[src/rtl/tetris_pkg.sv]
// tetris_pkg: shared FSM states, shape ROM and spawn placement for the matrix game
package tetris_pkg;
  typedef enum logic [2:0] {SPAWN, FALL, LAND, CLEAR, GAMEOVER} state_e;
  // {top,bottom} nibbles; index 0..3 = O, I, L, T
  localparam logic [3:0][7:0] SHAPES = {8'h27, 8'h17, 8'h0F, 8'h33};
  function automatic int spawn_off(input int cols);
    return cols / 2 - 2;
  endfunction
endpackage

[src/rtl/matrix_scan_driver.sv]
// matrix_scan_driver: row-multiplexed scanout with registered active-low column data
module matrix_scan_driver #(
  parameter int ROWS     = 8,
  parameter int COLS     = 8,
  parameter int SCAN_DIV = 8192
) (
  input  logic                         clk,
  input  logic                         reset,
  input  logic [ROWS-1:0][COLS-1:0]    frame,
  output logic [COLS-1:0]              segout,
  output logic [$clog2(ROWS)-1:0]      scanout
);
  localparam int RW = $clog2(ROWS);
  localparam int SW = $clog2(SCAN_DIV + 1);
  logic [SW-1:0] cnt_q, cnt_d;
  logic [RW-1:0] scan_q, scan_d;
  logic [COLS-1:0] seg_q, seg_d;
  logic pulse;
  always_comb begin
    pulse  = cnt_q == SW'(SCAN_DIV - 1);
    cnt_d  = pulse ? '0 : cnt_q + 1'b1;
    scan_d = pulse ? (scan_q == RW'(ROWS - 1) ? '0 : scan_q + 1'b1) : scan_q;
    seg_d  = ~frame[scan_q];
  end
  always_ff @(posedge clk) begin
    if (reset) begin
      cnt_q  <= '0;
      scan_q <= '0;
      seg_q  <= '1;
    end else begin
      cnt_q  <= cnt_d;
      scan_q <= scan_d;
      seg_q  <= seg_d;
    end
  end
  assign segout  = seg_q;
  assign scanout = scan_q;
endmodule

[src/rtl/tetris_matrix_engine.sv]
// tetris_matrix_engine: falling-block game (spawn, gravity, moves, landing, line clear) on a scanned LED matrix
module tetris_matrix_engine import tetris_pkg::*; #(
  parameter int ROWS     = 8,
  parameter int COLS     = 8,
  parameter int TICK_DIV = 6250000,
  parameter int FAST_DIV = 625000,
  parameter int SCAN_DIV = 8192
) (
  input  logic                    clk,
  input  logic                    reset,
  input  logic                    move_left,
  input  logic                    move_right,
  input  logic                    drop_fast,
  input  logic [1:0]              next_piece,
  output logic [COLS-1:0]         segout,
  output logic [$clog2(ROWS)-1:0] scanout,
  output logic [7:0]              lines_cleared,
  output logic                    game_over
);
  localparam int RW = $clog2(ROWS);
  localparam int TW = $clog2((TICK_DIV > FAST_DIV ? TICK_DIV : FAST_DIV) + 1);
  localparam logic [RW-1:0] LAST = RW'(ROWS - 1);
  state_e state_q, state_d;
  logic [RW-1:0] prow_q, prow_d, r_q, r_d;
  logic [COLS-1:0] top_q, top_d, bot_q, bot_d, spawn_top, spawn_bot, mv_top, mv_bot;
  logic [COLS-1:0] stack_q [ROWS];
  logic [COLS-1:0] stack_d [ROWS];
  logic [7:0] lines_q, lines_d, shp;
  logic [TW-1:0] tmr_q, tmr_d, div_m1;
  logic pl_q, pr_q, pf_q, go_q;
  logic ml, mr, fchg, tick, land, mv_out, mv_hit;
  logic [ROWS-1:0][COLS-1:0] frame;
  always_comb begin
    shp       = SHAPES[next_piece];
    spawn_top = COLS'(shp[7:4]) << spawn_off(COLS);
    spawn_bot = COLS'(shp[3:0]) << spawn_off(COLS);
    ml        = move_left & ~pl_q;
    mr        = move_right & ~pr_q;
    fchg      = drop_fast ^ pf_q;
    div_m1    = drop_fast ? TW'(FAST_DIV - 1) : TW'(TICK_DIV - 1);
    tick      = state_q == FALL && !fchg && tmr_q == div_m1;
    land      = prow_q == LAST || |(bot_q & stack_q[prow_q + 1'b1]) || |(top_q & stack_q[prow_q]);
    mv_top    = ml ? top_q << 1 : top_q >> 1;
    mv_bot    = ml ? bot_q << 1 : bot_q >> 1;
    mv_out    = ml ? top_q[COLS-1] | bot_q[COLS-1] : top_q[0] | bot_q[0];
    mv_hit    = |(mv_bot & stack_q[prow_q]) || |(mv_top & stack_q[prow_q - 1'b1]);
    tmr_d     = (state_q != FALL || fchg || tick) ? '0 : tmr_q + 1'b1;
    state_d   = state_q;
    prow_d    = prow_q;
    top_d     = top_q;
    bot_d     = bot_q;
    r_d       = r_q;
    lines_d   = lines_q;
    stack_d   = stack_q;
    case (state_q)
      SPAWN: begin
        top_d   = spawn_top;
        bot_d   = spawn_bot;
        prow_d  = RW'(1);
        state_d = (|(spawn_bot & stack_q[1]) || |(spawn_top & stack_q[0])) ? GAMEOVER : FALL;
      end
      FALL:
        if (tick) begin
          state_d = land ? LAND : FALL;
          prow_d  = land ? prow_q : prow_q + 1'b1;
        end else if ((ml ^ mr) && !mv_out && !mv_hit) begin
          top_d = mv_top;
          bot_d = mv_bot;
        end
      LAND: begin
        stack_d[prow_q]        = stack_q[prow_q] | bot_q;
        stack_d[prow_q - 1'b1] = stack_q[prow_q - 1'b1] | top_q;
        r_d                    = LAST;
        state_d                = CLEAR;
      end
      CLEAR:
        if (&stack_q[r_q]) begin
          for (int i = 1; i < ROWS; i++)
            if (RW'(i) <= r_q) stack_d[i] = stack_q[i-1];
          stack_d[0] = '0;
          lines_d    = lines_q + {7'd0, lines_q != 8'hFF};
        end else begin
          r_d     = r_q - 1'b1;
          state_d = r_q == '0 ? SPAWN : CLEAR;
        end
      default: ;
    endcase
  end
  // the falling piece is overlaid on the stack only while it is actually falling
  always_comb begin
    for (int i = 0; i < ROWS; i++)
      frame[i] = stack_q[i]
               | ((state_q == FALL && RW'(i) == prow_q) ? bot_q : '0)
               | ((state_q == FALL && RW'(i) == prow_q - 1'b1) ? top_q : '0);
  end
  always_ff @(posedge clk) begin
    if (reset) begin
      state_q <= SPAWN;
      prow_q  <= RW'(1);
      r_q     <= '0;
      top_q   <= '0;
      bot_q   <= '0;
      lines_q <= '0;
      tmr_q   <= '0;
      stack_q <= '{default: '0};
      pl_q    <= 1'b1;
      pr_q    <= 1'b1;
      pf_q    <= drop_fast;
      go_q    <= 1'b0;
    end else begin
      state_q <= state_d;
      prow_q  <= prow_d;
      r_q     <= r_d;
      top_q   <= top_d;
      bot_q   <= bot_d;
      lines_q <= lines_d;
      tmr_q   <= tmr_d;
      stack_q <= stack_d;
      pl_q    <= move_left;
      pr_q    <= move_right;
      pf_q    <= drop_fast;
      go_q    <= state_d == GAMEOVER;
    end
  end
  matrix_scan_driver #(.ROWS(ROWS), .COLS(COLS), .SCAN_DIV(SCAN_DIV)) u_scan (
    .clk(clk), .reset(reset), .frame(frame), .segout(segout), .scanout(scanout)
  );
  assign lines_cleared = lines_q;
  assign game_over     = go_q;
endmodule

[config.mk]
export PLATFORM = sky130hd
export DESIGN_NAME = tetris_matrix_engine
export DESIGN_NICKNAME = d
export VERILOG_FILES = /design/src/rtl/tetris_pkg.sv /design/src/rtl/matrix_scan_driver.sv /design/src/rtl/tetris_matrix_engine.sv
export SDC_FILE = /design/constraint.sdc
export NUM_CORES = 1
export LEC_CHECK = 0
export ABC_AREA = 0
export CORE_MARGIN = 3
export CORE_UTILIZATION = 45
export CTS_CLUSTER_DIAMETER = 50
export DETAILED_ROUTE_END_ITERATION = 10
export PLACE_DENSITY = 0.7
export SLEW_MARGIN = 0
export SYNTH_ARGS = -nofsm -noshare
export SYNTH_HDL_FRONTEND = slang
export SYNTH_SLANG_ARGS = --single-unit
[constraint.sdc]
create_clock -name clk -period 3.72 [get_ports clk]
set_input_delay 0.558 -clock clk [delete_from_list [all_inputs] [get_ports clk]]
set_output_delay 0.558 -clock clk [all_outputs]
set_load 0.03 [all_outputs]
==> metrics.yaml <==
row_count: 58
dp.final_hpwl_um: 30600
worstSkewPairLatency_ns: 0.45
final_cell_mix: "147 x dfxtp_1, 145 x nor2_1, 80 x nand2_1"
hold_buffers: 0
die-area_um2: 27600
start_util_pct: 45.9
synth_edf_count: 0
syn_area_um2: 11600
area_delta_synth_final_pct: 10.6
wl_per_cell_um: 25.7
worst_slack_ns: 0.183
p_seq_share_pct: 45.3
arrival_ns: 3.88
first_pass_iters: 6
synth_flop_cell: "dfxtp_1"
antenna_found_initial: 1
skew_ns: 0.0202
drtIter0Drc: 1813
vias: 12100
status: "finished clean"
layout_commonest_cell: "dfxtp_1"
drt-vias-per-instance: 7.09
power.density_nw_per_um2: 284
fp.coreArea_um2: 25200
vdd_drop_max_uv: 311
tightest_slew_ns: 0.969
synth_cell_type_count: 84
io_buffer_count: 26
grt_use_total_pct: 30.5
grt_max_degree: 71
cp.required_ns: 4.06
cts_root_buffer: "clkbuf_16"
grt_pass1_vias: 11300
final_nets: 1387
rsz0062_at_grt: "false"
drtAntennaViolNets: 0
p_clk_share_pct: 49.6
synthCells: 1378
avgSynthCellArea_um2: 8.39
fin_tns_setup_ns: 0
hold_path.class: "reg2reg"
comb_power_share_pct: 5.1
fp.dieH_um: 166
swShare_pct: 27.5
cts.htree.levels: 4
ys_ff_latch: 149
drcViolationCount: 0
drt-total-wl_um: 43700
internal_power_mw: 2.64
fmax_mhz: 283
yosys_warnings: 0
clk_path_buf_depth: 2
place_congestion: 1.03
post-cts-setup-buffers: 0
grt_first_pass_wirelength_um: 67200
slew_headroom_pct: 35.4
p_sw_mw: 1.00
clk_pin_slew_ns: 0.08
min_period_ns: 3.54
drive_above_1_share_pct: 14.0
fin_crit_sh_pct: 95.1
crit_fanout: 70
clock_sinks: 149
place_ws_ns: 0.262
cts_resized: 0
end_kind: "flop"
finalHoldViolations: 0
io_pins: 27
cts_tree: "built"
async_reset_ff_share_pct: 0
grt-ovfl-total: 0
final_max_slew_viol_count: 0
leakagePower_nw: 4.50
yosysSeqAreaShare_pct: 25.8
fillers: 2341
start_kind: "flop"
drv_cap: 0
diodes: 0
cts_buffers: 17
die_x_um: 166
criticalPathCategory: "reg2reg"
synth_nets: 1405
setup_viol: 0
[state kept, by name (all words and copies together) (netlist names), 8 cells and up]
| register | cells |
|---|---|
| bot_q | 8 |
| lines_cleared | 8 |
| stack_q | 64 |
| tmr_q | 23 |
| top_q | 8 |
| u_scan.cnt_q | 14 |
| u_scan.segout | 8 |
[final cells by class]
type / count / area, µm² / share of cell area, %
clock inverters: 14 / 159 / 1.24
flip-flops and latches: 149 / 2990 / 23.4
clock buffers: 18 / 439 / 3.44
multi-input cells: 1060 / 7880 / 61.6
well taps: 330 / 413 / 3.23
repair buffers: 86 / 733 / 5.74
inverters: 46 / 173 / 1.35
[routing by layer]
layer	part of all wire, %	routed length, µm	vias to the layer above	track usage (%)
met5	0	0	-	0
met3	13	5520	181	7.50
met4	5.2	2270	0	14.5
li1	-	-	5273	-
met2	42	18500	884	45.7
met1	40	17400	5730	41.6
[power groups by stage]
stage          Sequential [mW]  Combinational, mW  Clock [mW]
3_5_place_dp              1.68              0.181           0
2_1_floorplan             1.66              0.137           0
6_report                  1.65              0.187        1.80
4_1_cts                   1.64              0.182        1.82
5_1_grt                   1.65              0.201        1.89
3_3_place_gp              1.68              0.179           0
[Yosys cell counts, types with 5 or more instances]
library cell    n  area, µm²
buf_6           6       67.6
xor2_1         22        193
nor2_1        145        544
a211oi_1       25        188
mux2i_1        56        561
nor4_1          9       56.3
o31ai_1        14        105
clkbuf_1       93        349
a22oi_1        35        263
o311ai_0        5       43.8
nand3b_1        8       60.1
nor3b_1        12       90.1
o211ai_1       28        210
buf_1          11       41.3
nor2b_1        14       87.6
nand4_1        24        150
nand2b_1       42        263
a22o_1          9       78.8
nor3_1         28        140
o32ai_1         5       43.8
mux2_2         32        360
o21a_1         22        165
a221o_1        11        110
nand2_1        80        300
a41oi_1         6       52.6
xnor2_1        16        140
o21ai_0        26        130
and3_1         23        144
a211o_1         8       70.1
and2_1          5       31.3
o2111ai_1      12        105
or4_1           6       45.0
or3_1          12       75.1
buf_2           8       40.0
a21oi_1        65        325
mux4_2         35        788
dfxtp_1       149       2980
o22ai_1        10       62.6
a221oi_1       30        263
inv_1          42        158
nand3_1        43        215
o221ai_1       50        438
ha_1           20        250
[stage by stage]
stage | instance area (µm²) | hold WS [ns] | instances | utilization, % | power, mW
after floorplan | 11600 | 0.426 | 1378 | - | 1.79
after global placement | 12200 | 0.445 | 1671 | 48.4 | 1.86
after detailed placement | 12200 | 0.453 | 1671 | 48.4 | 1.86
after CTS | 12800 | 0.468 | 1703 | 50.8 | 3.65
after global routing | 12800 | 0.493 | 1703 | 50.8 | 3.74
final | 12800 | 0.466 | 1703 | 50.8 | 3.64
[final timing paths]
path | cells after the start | slack (ns) | startpoint | endpoint
min reg2reg | 1 | 0.47 | u_scan.cnt_q[0] | u_scan.cnt_q[0]
min | 1 | 0.47 | u_scan.cnt_q[0] | u_scan.cnt_q[0]
max | 12 | 0.18 | prow_q[0] | state_q[1]
max reg2reg | 12 | 0.18 | prow_q[0] | state_q[1]
[logic make-up after synthesis]
family	after synthesis	synth area share [%]
xor+xnor	39	3.02
compound gates	404	27.0
buf+inv	169	6.11
fa+ha+maj	20	2.17
simple gates	470	20.7
flops	149	25.8
mux	127	15.2
[worst max-delay path, cell delays in order, from the launching register on]
cell	delay, ns
dfxtp_4	0.35
buf_12	0.22
ha_1	0.28
ha_1	0.61
buf_4	0.23
mux4_2	0.31
a22o_1	0.21
a222oi_1	0.31
nand3_1	0.15
nor3_2	0.20
buf_4	0.18
nor3_1	0.07
o31a_1	0.29
Power figures use the tool's default switching activity.
